**config.mk**
```make
export PLATFORM = sky130hd
export DESIGN_NAME = pc_sequencer
export DESIGN_NICKNAME = d
export VERILOG_FILES = /design/src/rtl/pc_sequencer.sv
export SDC_FILE = /design/constraint.sdc
export NUM_CORES = 1
export LEC_CHECK = 0
export ABC_CLOCK_PERIOD_IN_PS = 2400
export BUFFER_PORTS_ARGS = -buffer_cell sky130_fd_sc_hd__buf_4
export CAP_MARGIN = 20
export CORE_ASPECT_RATIO = 2
export CORE_UTILIZATION = 40
export DETAILED_ROUTE_END_ITERATION = 8
export PLACE_DENSITY_LB_ADDON = 0.05
export SYNTH_ARGS = -nofsm -noshare
export SYNTH_HDL_FRONTEND = slang
export SYNTH_SLANG_ARGS = --single-unit
```
**constraint.sdc**
```tcl
create_clock -name Clock -period 2.4 [get_ports Clock]
set_input_delay 0.24 -clock Clock [delete_from_list [all_inputs] [get_ports Clock]]
set_output_delay 0.24 -clock Clock [all_outputs]
set_load 0.02 [all_outputs]
```
**src/rtl/pc_sequencer.sv**
```systemverilog
// rtl/pc_sequencer.sv - picoMips program counter sequencer with fetch handshake and return-address stack
//
// Purpose: owns the PC register, issues instruction fetches, and picks the next
// PC from increment, relative branch, absolute jump, call or return.
//
// Ports:
//   Clock           in   single clock, all state changes on posedge
//   Reset           in   synchronous active-high reset
//   FetchReq        out  fetch request for address ProgramCounter (FETCH state)
//   FetchAck        in   instruction delivered; control inputs valid this cycle
//   Branch          in   conditional branch instruction
//   BranchTaken     in   branch condition true (only meaningful with Branch)
//   BranchOffset    in   signed displacement, OFFSET_WIDTH bits
//   Jump            in   absolute jump to JumpTarget
//   Call            in   push return address, go to JumpTarget
//   Return          in   pop return address into PC
//   JumpTarget      in   absolute target for Jump/Call
//   Halt            in   stop fetching until Reset
//   ProgramCounter  out  current instruction address (registered)
//   StackCount      out  number of valid return-address entries
//   StackError      out  sticky overflow/underflow flag
//   Halted          out  high in HALT state
module pc_sequencer #(
    parameter int PC_WIDTH     = 7,
    parameter int OFFSET_WIDTH = 8,
    parameter int STACK_DEPTH  = 4,
    localparam int SC_WIDTH    = $clog2(STACK_DEPTH + 1)
) (
    input  logic                    Clock,
    input  logic                    Reset,
    output logic                    FetchReq,
    input  logic                    FetchAck,
    input  logic                    Branch,
    input  logic                    BranchTaken,
    input  logic [OFFSET_WIDTH-1:0] BranchOffset,
    input  logic                    Jump,
    input  logic                    Call,
    input  logic                    Return,
    input  logic [PC_WIDTH-1:0]     JumpTarget,
    input  logic                    Halt,
    output logic [PC_WIDTH-1:0]     ProgramCounter,
    output logic [SC_WIDTH-1:0]     StackCount,
    output logic                    StackError,
    output logic                    Halted
);

    typedef enum logic [1:0] {
        S_IDLE  = 2'd0,
        S_FETCH = 2'd1,
        S_HALT  = 2'd2
    } state_t;

    state_t              state, state_n;
    logic [PC_WIDTH-1:0] pc, pc_n;
    logic [SC_WIDTH-1:0] count, count_n;
    logic                err, err_n;
    logic                push;

    // Sized to the full index range of count so indexing needs no width
    // adaptation; only the low STACK_DEPTH entries are ever written.
    logic [PC_WIDTH-1:0] stack_mem [2**SC_WIDTH];

    logic [PC_WIDTH-1:0] pc_inc;
    logic [PC_WIDTH-1:0] pc_branch;
    logic [SC_WIDTH-1:0] top_idx;
    logic                stack_empty;
    logic                stack_full;

    assign pc_inc      = pc + PC_WIDTH'(1);
    // Size cast of a signed value sign-extends or truncates to PC width,
    // so the add is naturally modulo 2^PC_WIDTH.
    assign pc_branch   = pc + PC_WIDTH'($signed(BranchOffset));
    assign top_idx     = count - SC_WIDTH'(1);
    assign stack_empty = (count == '0);
    assign stack_full  = (count == SC_WIDTH'(STACK_DEPTH));

    always_ff @(posedge Clock) begin
        if (Reset) begin
            state <= S_IDLE;
            pc    <= '0;
            count <= '0;
            err   <= 1'b0;
        end else begin
            state <= state_n;
            pc    <= pc_n;
            count <= count_n;
            err   <= err_n;
        end
    end

    // Stack contents carry no reset; only the count defines validity.
    always_ff @(posedge Clock) begin
        if (!Reset && push) begin
            stack_mem[count] <= pc_inc;
        end
    end

    always_comb begin
        state_n = state;
        pc_n    = pc;
        count_n = count;
        err_n   = err;
        push    = 1'b0;
        case (state)
            S_IDLE: begin
                state_n = S_FETCH;
            end
            S_FETCH: begin
                if (FetchAck) begin
                    if (Halt) begin
                        state_n = S_HALT;
                    end else if (Return) begin
                        if (!stack_empty) begin
                            pc_n    = stack_mem[top_idx];
                            count_n = top_idx;
                        end else begin
                            pc_n  = pc_inc;
                            err_n = 1'b1;
                        end
                    end else if (Call) begin
                        // Overflowing call still transfers control.
                        pc_n = JumpTarget;
                        if (!stack_full) begin
                            push    = 1'b1;
                            count_n = count + SC_WIDTH'(1);
                        end else begin
                            err_n = 1'b1;
                        end
                    end else if (Jump) begin
                        pc_n = JumpTarget;
                    end else if (Branch && BranchTaken) begin
                        pc_n = pc_branch;
                    end else begin
                        pc_n = pc_inc;
                    end
                end
            end
            S_HALT: begin
                state_n = S_HALT;
            end
            default: begin
                state_n = S_IDLE;
            end
        endcase
    end

    assign FetchReq       = (state == S_FETCH);
    assign Halted         = (state == S_HALT);
    assign ProgramCounter = pc;
    assign StackCount     = count;
    assign StackError     = err;

endmodule

```
# Word level (Yosys, flattened, before mapping)
# Memories as Yosys holds them, arrays and structs flattened.
# Cells that the tools add are included.
dict set report totals {
  register_bits 13
  ramBits 56
  in_bits 24
  output_inout_bits 13
  word_cells 53
  n_memories 1
}
dict set report op_classes {
  add_sub_neg 4
  n_eq_ne 8
  mux 24
  bitwise 1
  n_reduce_logical 11
}
# memory depth width read_ports rd_clocked_by_memory_dff wr line_no
set mem_list {}
lappend mem_list {stack_mem 8 7 1 0 1 61} ;# logic [PC_WIDTH-1:0] stack_mem [2**SC_WIDTH];
# cell count
set op_table {}
lappend op_table {{2-to-1 mux 7 bit} 5}
lappend op_table {{2-to-1 mux 1 bit} 12}
lappend op_table {{2-to-1 mux 3 bit} 4}
lappend op_table {{AND reduction 6 bit} 2}
lappend op_table {{adder 7 x 1 -> 7 bit (second input constant)} 1}
lappend op_table {{adder 7 bit} 1}
lappend op_table {{inequality test 2 x 1 -> 1 bit (second input constant)} 3}
lappend op_table {{case mux 2 bit (3 select lines)} 1}
lappend op_table {{2-to-1 mux 2 bit} 2}
lappend op_table {{inequality test 2 bit (second input constant)} 2}
lappend op_table {{nonzero test 2 bit} 2}
lappend op_table {{adder 3 x 1 -> 3 bit (second input constant)} 1}
lappend op_table {{== test 3 bit (second input constant)} 1}
lappend op_table {{logical NOT 3 bit} 1}
lappend op_table {{AND reduction 3 bit} 1}
lappend op_table {{subtractor 3 x 1 -> 3 bit (second input constant)} 1}
lappend op_table {{== test 2 x 1 -> 1 bit (second input constant)} 1}
lappend op_table {{== test 2 bit (second input constant)} 1}
lappend op_table {{logical AND 1 bit} 2}
lappend op_table {{logical NOT 2 bit} 1}
lappend op_table {{AND reduction 2 bit} 1}
lappend op_table {{logical NOT 1 bit} 1}
lappend op_table {{inverter 1 bit} 1}

# Longest topological paths before layout
dict set report depth {
  depth_word 10
  depth_mapped 10
}

# Worst setup path after synthesis
# Ideal clock, no wire load.
dict set report synth_timing {
  path_kind {reg-to-reg}
  start {register count[0], in the netlist StackCount[0]}
  end {memory stack_mem[0][0], enable pin}
  setup_time_ns 0.380
  arrival_ns 2.166
  required_ns 2.020
  slack_ns -0.146
  stages_incl_launch_ff 10
  path_buffers 3
  period_less_slack_ns 2.546
  cell_sequence {dfxtp_1 > buf_6 > buf_12 > inv_1 > ha_1 > buf_2 > a21oi_1 > and4b_1 > nand2_1 > nor3_1}
}
dict set report synth_between {
  elab_chain_len 10
}
# item line_no
set synth_rtl {}
lappend synth_rtl {{from (decl)} 55} ;# logic [SC_WIDTH-1:0] count, count_n;
lappend synth_rtl {{from (signal assigned)} 86} ;# count <= count_n;
lappend synth_rtl {{== test 3 bit} 75} ;# assign stack_full = (count == SC_WIDTH'(STACK_DEPTH));
lappend synth_rtl {{2-to-1 mux 1 bit} 123} ;# if (!stack_full) begin
lappend synth_rtl {{2-to-1 mux 1 bit} 120} ;# end else if (Call) begin
lappend synth_rtl {{2-to-1 mux 1 bit} 112} ;# end else if (Return) begin
lappend synth_rtl {{2-to-1 mux 1 bit} 110} ;# if (Halt) begin
lappend synth_rtl {{2-to-1 mux 1 bit} 109} ;# if (FetchAck) begin
lappend synth_rtl {{2-to-1 mux 1 bit} 104} ;# case (state)
lappend synth_rtl {{logical AND 1 bit} 93} ;# if (!Reset && push) begin
lappend synth_rtl {{2-to-1 mux 1 bit} 93}
lappend synth_rtl {{2-to-1 mux 1 bit (not written as such)} 94} ;# stack_mem[count] <= pc_inc;
lappend synth_rtl {{to (decl)} 61}
# Several ways; a longest one is shown, not always the timed one.

# Worst setup path after layout
dict set report layout_timing {
  start {register pc[0], in the netlist ProgramCounter[0]}
  end {register pc[6], in the netlist ProgramCounter[6]}
}
dict set report layout_between {
  elab_chain_len 5
  elab_cells_between_ends 7
  cone_classes {2 x add/sub; 5 x mux}
}
# item line_no
set layout_rtl {}
lappend layout_rtl {{from (decl)} 54} ;# logic [PC_WIDTH-1:0] pc, pc_n;
lappend layout_rtl {{from (signal assigned)} 85} ;# pc <= pc_n;
lappend layout_rtl {{adder 7 x 1 -> 7 bit / adder 7 bit (equally long branches)} {69, 72}}
lappend layout_rtl {{2-to-1 mux 7 bit} 131} ;# end else if (Branch && BranchTaken) begin
lappend layout_rtl {{2-to-1 mux 7 bit} 129} ;# end else if (Jump) begin
lappend layout_rtl {{2-to-1 mux 7 bit} 120}
lappend layout_rtl {{2-to-1 mux 7 bit (*)} 112}
# Mark *: on every way between the ends. The rest lies on a longest branch, timed or not.
# A chain may end at the register's enable or synchronous reset.

==> results.sh <==
export IMPL_status="complete, no violations"
export IMPL_slowest_stage="fa_1"
export IMPL_cts_root_buf="clkbuf_16"
export IMPL_grt_pass1_vias=2386
export IMPL_drc=0
export IMPL_cts_tree="built"
export IMPL_nFillCells=792
export IMPL_ys_warnings_count=0
export IMPL_worst_path_max_fanout=2
export IMPL_seq_power_share=0.394
export IMPL_comb_power_share=0.184
export IMPL_final_max_slew_viol_count=0
export IMPL_ys_flop_type="edfxtp_1"
export IMPL_worstReg2RegStart="ProgramCounter[0]"
export IMPL_start_util=0.411
export IMPL_finalSetupViolations=0
export IMPL_fp_dieArea_sq_um=9230
export IMPL_drtPass1Iterations=4
export IMPL_power_switching_w=0.000884
export IMPL_power_density_nw_per_um2=809
export IMPL_path_clk_slew_ns=0.06
export IMPL_hpwlAfterDp_um=6440
export IMPL_hold_viol=0
export IMPL_multi_input_area_sq_um=1480
export IMPL_min_delay_start="Reset"
export IMPL_end_kind="flop"
export IMPL_diodes=0
export IMPL_slew_limit_headroom=0.514
export IMPL_dieWidth_um=68.4
export IMPL_drv_cap=0
export IMPL_rr_worst_depth=8
export IMPL_grt_usage=0.200
export IMPL_area_growth_pct=23.8
export IMPL_min_to="ProgramCounter[5]"
export IMPL_slowest_delay_ns=0.41
export IMPL_seqCellArea_sq_um=1940
export IMPL_htreeDepth=3
export IMPL_synthCells=266
export IMPL_critical_path_cell_chain="ha_1 -> fa_1 -> a21o_1 -> a221oi_2 -> xnor2_1 -> nand4_1 -> a211oi_1 -> nor3_1"
export IMPL_io_pins=37
export IMPL_vias_per_cell=5.47
export IMPL_vias=2352
export IMPL_fin_crit_ns=2.21
export IMPL_wl_met2_um=4770
export IMPL_fp_coreArea_sq_um=8590
export IMPL_pwr_share_clk=0.422
export IMPL_p_int_w=0.00265
export IMPL_grt_max_degree=23
export IMPL_cts_sink_count=69
export IMPL_ys_types=56
export IMPL_switching_share=0.250
export IMPL_io_buffers=35
export IMPL_row_count=48
export IMPL_layout_commonest_cell="buf_4"
export IMPL_whs_path_depth=2
export IMPL_gp_congestion=0.777
export IMPL_cts_setup_buffers=0
export IMPL_ir_drop_uv=589
export IMPL_synth_area_leader_cell="edfxtp_1"
export IMPL_hold_buffers=0
export IMPL_topRoutingLayerUsed="met4"
export IMPL_syn_nets=304
export IMPL_tightest_slew_ns=0.724
export IMPL_ys_seq_area_frac=0.550
export IMPL_wl_met3_um=279
export IMPL_fmax_mhz=453
export IMPL_cts_buffers_inserted=9
export IMPL_wire_per_inst_um=19.4
export IMPL_drt_iter0_markers=135
export IMPL_final_cell_mix="buf_4, edfxtp_1, nor2_1, o21ai_0, nand2_1"
export IMPL_cp_required_ns=2.61
export IMPL_antenna_found_initial=0
export IMPL_grt_overflow=0
export IMPL_synth_area_top_cells="edfxtp_1, mux4_1, dfxtp_1"
export IMPL_grt_pass1_wl_um=12600
export IMPL_setup_tns_ns=0
export IMPL_r2r_slack_ns=0.19
export IMPL_period_share=0.920
export IMPL_netlist_area_sq_um=3530
export IMPL_leakagePower_nw=1.67
export IMPL_ant_nets=0
export IMPL_clock_path_buffers=2
export IMPL_critical_path_class="flop to flop"
export IMPL_finalNetCount=363
export IMPL_route_layer_met1_wl_um=2940
export IMPL_dieHeight_um=135
export IMPL_netlist_area_leader_share=0.476
export IMPL_clk_latency_ns=0.33
export IMPL_synth_seq_cells=69
export IMPL_cts_resized=0
export IMPL_rsz0062_at_grt="no"
export IMPL_timing_rr_end="ProgramCounter[6]"
export IMPL_wirelength_um=8330
export IMPL_holdCritPathClass="primary input to flop"
export IMPL_cp_arrival_ns=2.42
export IMPL_synth_edff_count=56
export IMPL_final_layout_size_suffix_gt1_frac=0.282
export IMPL_worst_hold_slack_ns=0.220
export IMPL_synthArstFlopShare=0
export IMPL_cp_start_kind="flop"
export IMPL_fin_worst_skew_ns=0.00689
export IMPL_syn_avg_cell_area_sq_um=13.3
==> routing by layer <==
layer  vias up  global-route usage
met2        56               0.370
met1      1137               0.193
met4         0               0.112
li1       1142                   -
met5         -                   0
met3        17              0.0372
==> critical path, delay by kind of cell (launching register included) <==
kind                     cells  cell delay [ns]
AO/OA/AOI/OAI                3             0.79
XOR/XNOR                     1             0.16
adder cells (fa/ha/maj)      2             0.63
flip-flops                   1             0.31
AND/OR/NAND/NOR              2             0.20
==> power groups by stage <==
stage          clock network (W)  logic [W]  registers, W
2_1_floorplan                  0   0.000383       0.00145
3_3_place_gp                   0   0.000644       0.00142
3_5_place_dp                   0   0.000656       0.00142
4_1_cts                  0.00153   0.000661       0.00139
5_1_grt                  0.00158   0.000722       0.00140
6_report                 0.00149   0.000650       0.00139
==> flip-flops by register name, indices dropped and copies added, names as in the netlist <==
register and cells:
ProgramCounter 7, state 2, stack_mem 56, StackCount 3, StackError 1
==> cells by family (layout without fill, tap and decap cells) <==
kind of cell               Yosys count  count (layout)  synth area share
DFF                                 69              69             0.550
AOI/OAI and AO/OA                   53              53             0.102
xor gates and xnor gates            13              13            0.0344
muxes                               17              17             0.110
and+or+nand+nor                     79              79             0.119
adders and majority gates           14              14            0.0518
buffers and inverters               21              85            0.0323
==> area by class of cell <==
cell class | count | area share
sequential | 69 | 0.444
multi-input combinational | 176 | 0.340
timing repair buffer | 59 | 0.101
clock buffer | 9 | 0.0515
tap | 100 | 0.0286
clock inverter | 7 | 0.0261
inverter | 10 | 0.00859
==> synth_stat cells, types with 3 or more instances <==
library cell and count:
mux4_2 3, o21ai_0 17, mux4_1 11, mux2i_1 3, buf_2 6, inv_1 10, dfxtp_1 13, a21o_1 3
o21ai_1 3, nand2_1 16, a21oi_1 5, xor2_1 4, ha_1 13, nor2b_1 4, a211oi_1 5, edfxtp_1 56
xnor2_1 8, nand3_1 4, nor2_1 26, nor3_1 4, a311oi_1 6
==> worst max path at each step <==
| stage | from | to | slack, ns | cells after the start |
|---|---|---|---|---|
| finish | ProgramCounter[0] | ProgramCounter[6] | 0.19 | 8 |
| detailed placement | BranchOffset[0] | ProgramCounter[6] | 0.10 | 9 |
| global placement | BranchOffset[0] | ProgramCounter[6] | 0.15 | 9 |
| floorplan | StackCount[0] | stack_mem[2][0] | 0.05 | 9 |
| global route | ProgramCounter[0] | ProgramCounter[4] | 0.11 | 8 |
| CTS | ProgramCounter[0] | ProgramCounter[6] | 0.16 | 8 |
==> stage by stage <==
step	setup slack, ns	power, W	std cells	area [sq um]	util
after floorplan	0.0495	0.00183	266	3540	-
after global placement	0.146	0.00206	414	4030	0.469
after detailed placement	0.101	0.00207	414	4030	0.469
after CTS	0.164	0.00359	430	4370	0.509
after global routing	0.115	0.00370	430	4370	0.509
final	0.193	0.00354	430	4370	0.509
Power figures use the tool's default switching activity.
